--- src/rtl/seqdet_pkg.sv ---
// seqdet_pkg: shared bounds, fill-width helper and overlap mode type for the pattern detector
package seqdet_pkg;
   localparam int PAT_W_MIN = 2;
   localparam int PAT_W_MAX = 32;
   typedef enum logic {SEQDET_NONOVERLAP = 1'b0, SEQDET_OVERLAP = 1'b1} seqdet_overlap_e;
   function automatic int fill_width(input int pat_w);
      return (pat_w <= 2) ? 1 : $clog2(pat_w);
   endfunction
endpackage

--- src/rtl/seqdet_sat_counter.sv ---
// seqdet_sat_counter: saturating up-counter with sync clear (wins over inc) and async active-low reset
module seqdet_sat_counter #(
   parameter int W = 8
) (
   input  logic         clk,
   input  logic         reset,
   input  logic         clear,
   input  logic         inc,
   input  logic [W-1:0] limit,
   output logic [W-1:0] count
);
   always_ff @(posedge clk or negedge reset)
      if (!reset) count <= '0;
      else if (clear) count <= '0;
      else if (inc && count != limit) count <= count + 1'b1;
endmodule

--- src/rtl/seq_detector_param.sv ---
// seq_detector_param: maskable PAT_W-bit serial pattern detector with Mealy and registered match.
// Define SEQDET_COUNT_EN to add the saturating match_count output.
module seq_detector_param
   import seqdet_pkg::*;
#(
   parameter int PAT_W   = 4,
   parameter int OVERLAP = 1,
   parameter int COUNT_W = 8
) (
   input  logic               clk,
   input  logic               reset,
   input  logic               clear,
   input  logic               in_valid,
   input  logic               in,
   input  logic [PAT_W-1:0]   pattern,
   input  logic [PAT_W-1:0]   mask,
   output logic               match,
`ifdef SEQDET_COUNT_EN
   output logic [COUNT_W-1:0] match_count,
`endif
   output logic               match_q
);
   localparam int FW = fill_width(PAT_W);
   localparam seqdet_overlap_e MODE = (OVERLAP != 0) ? SEQDET_OVERLAP : SEQDET_NONOVERLAP;
   localparam logic [FW-1:0] FULL = FW'(PAT_W - 1);

   if (PAT_W < PAT_W_MIN || PAT_W > PAT_W_MAX || COUNT_W < 1) begin : g_bad_param
      $error("seq_detector_param: illegal PAT_W or COUNT_W");
   end

   logic [PAT_W-2:0] hist;
   logic [FW-1:0]    fill;
   logic             accept;
   logic             drop;

   assign accept = in_valid & ~clear;
   assign match  = accept & (fill == FULL) & ((({hist, in} ^ pattern) & mask) == '0);
   // non-overlapping mode restarts the history count so the next match needs PAT_W fresh bits
   assign drop   = match & (MODE == SEQDET_NONOVERLAP);

   seqdet_sat_counter #(.W(FW)) u_fill (
      .clk   (clk),
      .reset (reset),
      .clear (clear | drop),
      .inc   (accept),
      .limit (FULL),
      .count (fill)
   );

   always_ff @(posedge clk or negedge reset)
      if (!reset) begin
         hist    <= '0;
         match_q <= 1'b0;
      end else begin
         match_q <= match;
         if (clear) hist <= '0;
         else if (in_valid) hist <= (PAT_W - 1)'({hist, in});
      end

`ifdef SEQDET_COUNT_EN
   seqdet_sat_counter #(.W(COUNT_W)) u_count (
      .clk   (clk),
      .reset (reset),
      .clear (clear),
      .inc   (match),
      .limit ({COUNT_W{1'b1}}),
      .count (match_count)
   );
`endif
endmodule

--- config.mk ---
export PLATFORM = sky130hd
export DESIGN_NAME = seq_detector_param
export DESIGN_NICKNAME = d
export VERILOG_FILES = /design/src/rtl/seqdet_pkg.sv /design/src/rtl/seqdet_sat_counter.sv /design/src/rtl/seq_detector_param.sv
export SDC_FILE = /design/constraint.sdc
export NUM_CORES = 1
export LEC_CHECK = 0
export ABC_AREA = 1
export CAP_MARGIN = 25
export CORE_AREA = 2 2 39 41
export CTS_CLUSTER_SIZE = 25
export DETAILED_ROUTE_END_ITERATION = 10
export DIE_AREA = 0 0 41 43
export GPL_TIMING_DRIVEN = 0
export SLEW_MARGIN = 5
export SYNTH_ARGS = -nofsm -noshare
export SYNTH_HDL_FRONTEND = slang
export SYNTH_SLANG_ARGS = --single-unit
export TNS_END_PERCENT = 50
--- constraint.sdc ---
create_clock -name clk -period 1.2 [get_ports clk]
set_input_delay 0.3 -clock clk [delete_from_list [all_inputs] [get_ports clk]]
set_output_delay 0.3 -clock clk [all_outputs]
set_load 0.005 [all_outputs]
==> flow_metrics.py <==
metrics = {
    "detailed_routing": {
        "firstDrtPassIters": 4,
        "finalWirelength_um": 657,
        "num_vias": 324,
        "drt_iter0_markers": 2,
        "vias_per_cell": 4.26,
        "avgRoutedWirePerCell_um": 8.64,
        "drcViolationCount": 0,
        "antenna_left": 0,
    },
    "yosys": {
        "ys_warn_count": 0,
        "ys_seq_elements": 6,
        "synth_cell_types": 17,
        "seq_area_frac_synth_pct": 44.4,
        "netlist_instances": 42,
        "syn-num-nets": 56,
        "syn-cell-area_um2": 338,
        "avgSynthCellArea_um2": 8.04,
    },
    "global_routing": {
        "track_usage_pct": 9.92,
        "grt_max_degree": 7,
        "grt_first_pass_wirelength_mm": 1.16,
        "first_global_vias": 306,
        "antenna_found_initial": 0,
        "grt_overflow": 0,
    },
    "clocking": {
        "numClockSinks": 6,
        "cts_buffers": 3,
        "clkTransAtPathRegs_ns": 0.04,
        "htreeDepth": 1,
        "cts_tree": "yes",
        "cts_max_path_buffers": 2,
        "cts_root_buffer": "clkbuf_4",
        "holdBufCountCts": 0,
        "clk_latency_ns": 0.24,
    },
    "placed_design": {
        "io_buffers": 14,
        "dp_slack_ns": -0.868,
        "place.gp.congestion": 0.668,
    },
    "critical_path": {
        "r2r-end": "u_fill.count[0]",
        "rr_startpoint": "u_fill.count[1]",
        "worstSetupPathType": "in -> out",
        "reg2reg_slack_ns": 0.17,
        "critPathCaptureType": "output port",
        "path_max_fanout": 2,
        "critPathArrivalTime_ns": 1.21,
        "crit_path_start_kind": "primary input",
        "worst_ep_required_time_ns": 0.90,
        "ff2ff_path_depth": 5,
    },
    "power_and_ir_drop": {
        "sw_frac_of_total_pct": 23.2,
        "clockPowerShare_pct": 35.5,
        "power.density_mw_per_mm2": 941,
        "power_frac_seq_pct": 44.9,
        "max-vdd-ir-drop_v": 0.000353,
        "p_sw_uw": 116,
        "pwr-share-comb_pct": 19.6,
        "p_leak_uw": 0.000250,
        "p_int_uw": 382,
    },
    "floorplan": {
        "io_pins": 15,
        "dieArea_mm2": 0.00176,
        "die_height_um": 43,
        "rows": 14,
        "core_area_mm2": 0.00138,
        "initial_core_util_pct": 24.4,
        "die_w_um": 41,
    },
    "layout": {
        "syn2layout_area_growth_pct": 56.7,
        "final_util_pct": 38.2,
        "final_common_cell": "nand2_1",
        "final_cell_mix": "nand2_1, dlygate4sd2_1, dfrtp_1, clkdlybuf4s50_1",
        "drive_gt1_share_pct": 26.7,
        "num-nets-final": 76,
        "diodes": 0,
    },
    "sta": {
        "worst_pin_slew_ns": 0.263,
        "fin_crit_ns": 1.51,
        "fmax_ghz": 0.663,
        "drv_slew": 0,
        "timing.final.crit_share_pct": 126,
        "hold_viol_final": 0,
        "setup_violations": 1,
        "finClkSkew_ns": 0.00294,
        "maxSlewHeadroom_pct": 82.4,
        "fin_ws_ns": -0.308,
        "rsz0062_at_grt": "yes",
    },
    "worst_hold_path": {
        "hold_class": "in -> async",
    },
    "flow_run": {
        "cap_violations": 0,
    },
    "run_status": {
        "status": "complete, but fails checks",
        "violations": "setup timing",
    },
}
[layout make-up]
class,count,area (µm²)
clock buffers,3,22.5
fillers,144,855
inverters,7,26.3
multi-input cells,29,176
flip-flops and latches,6,150
well taps,16,20.0
repair buffers,15,134
[how the worst max path moves through the flow]
stage	cells after the start	startpoint	slack, ns	endpoint
after floorplan	5	u_fill.count[0]	0.07	match
after global placement	6	in_valid	-0.87	match
after detailed placement	6	in_valid	-0.87	match
after CTS	6	u_fill.count[1]	-0.35	match
after global routing	6	u_fill.count[0]	-0.41	match
final	6	pattern[1]	-0.31	match
[flip-flops by register name, indices dropped and copies added, names as in the netlist]
name	count
hist	3
u_fill.count	2
match_q	1
[cells in the mapped netlist]
master   number  area, µm²
or2_1         2       12.5
nand2_2       1       6.26
nor2_1        1       3.75
o21ai_0       1       5.00
inv_2         2       7.51
nand3_2       1       10.0
nand2_1      10       37.5
o31ai_1       1       7.51
ha_1          1       12.5
o22ai_1       2       12.5
inv_1         5       18.8
a21oi_1       1       5.00
nor2_2        1       6.26
nand3_1       5       25.0
or2_4         1       8.76
o21ai_2       1       8.76
dfrtp_1       6        150
[worst max-delay path, cell delays in order]
cell and delay (ns):
clkdlybuf4s50_1 0.48, nand2_1 0.05, nand3_1 0.09, nand3_2 0.08, nor2_2 0.10, buf_2 0.12
[power groups by stage]
| stage | combinational, µW | sequential, µW | clock [µW] |
|---|---|---|---|
| 4_1_cts | 97.3 | 224 | 184 |
| 3_5_place_dp | 97.3 | 226 | 0 |
| 2_1_floorplan | 42.3 | 224 | 0 |
| 5_1_grt | 111 | 225 | 200 |
| 6_report | 97.7 | 223 | 177 |
| 3_3_place_gp | 94.6 | 226 | 0 |
[metal layers]
metal / wire (µm) / global-route usage, %
met1: 303 / 11.9
met2: 313 / 13.8
met3: 25 / 1.57
met4: 14 / 10.0
met5: 0 / 0
[metrics by stage]
stage | setup TNS, ns | area, µm² | hold slack, ns | total power (µW) | cells
after floorplan | 0 | 338 | 0.00441 | 267 | 42
after detailed placement | -1.27 | 498 | 0.488 | 323 | 72
final | -0.308 | 529 | 0.299 | 498 | 76
after global routing | -0.409 | 529 | 0.316 | 535 | 76
after global placement | -1.19 | 498 | 0.484 | 321 | 72
after CTS | -0.352 | 519 | 0.306 | 505 | 76
[cell families after synthesis]
logic type	synth area share [%]
simple gates	32.6
compound gates	11.5
fa+ha+maj	3.70
buf+inv	7.78
flops	44.4
[timing repair]
action	in CTS	in global routing
pin swaps	6	2
setup endpoints to repair	2	1
setup buffers	1	0
resized for setup	14	2
No activity file was read; power rests on OpenSTA's default activity.
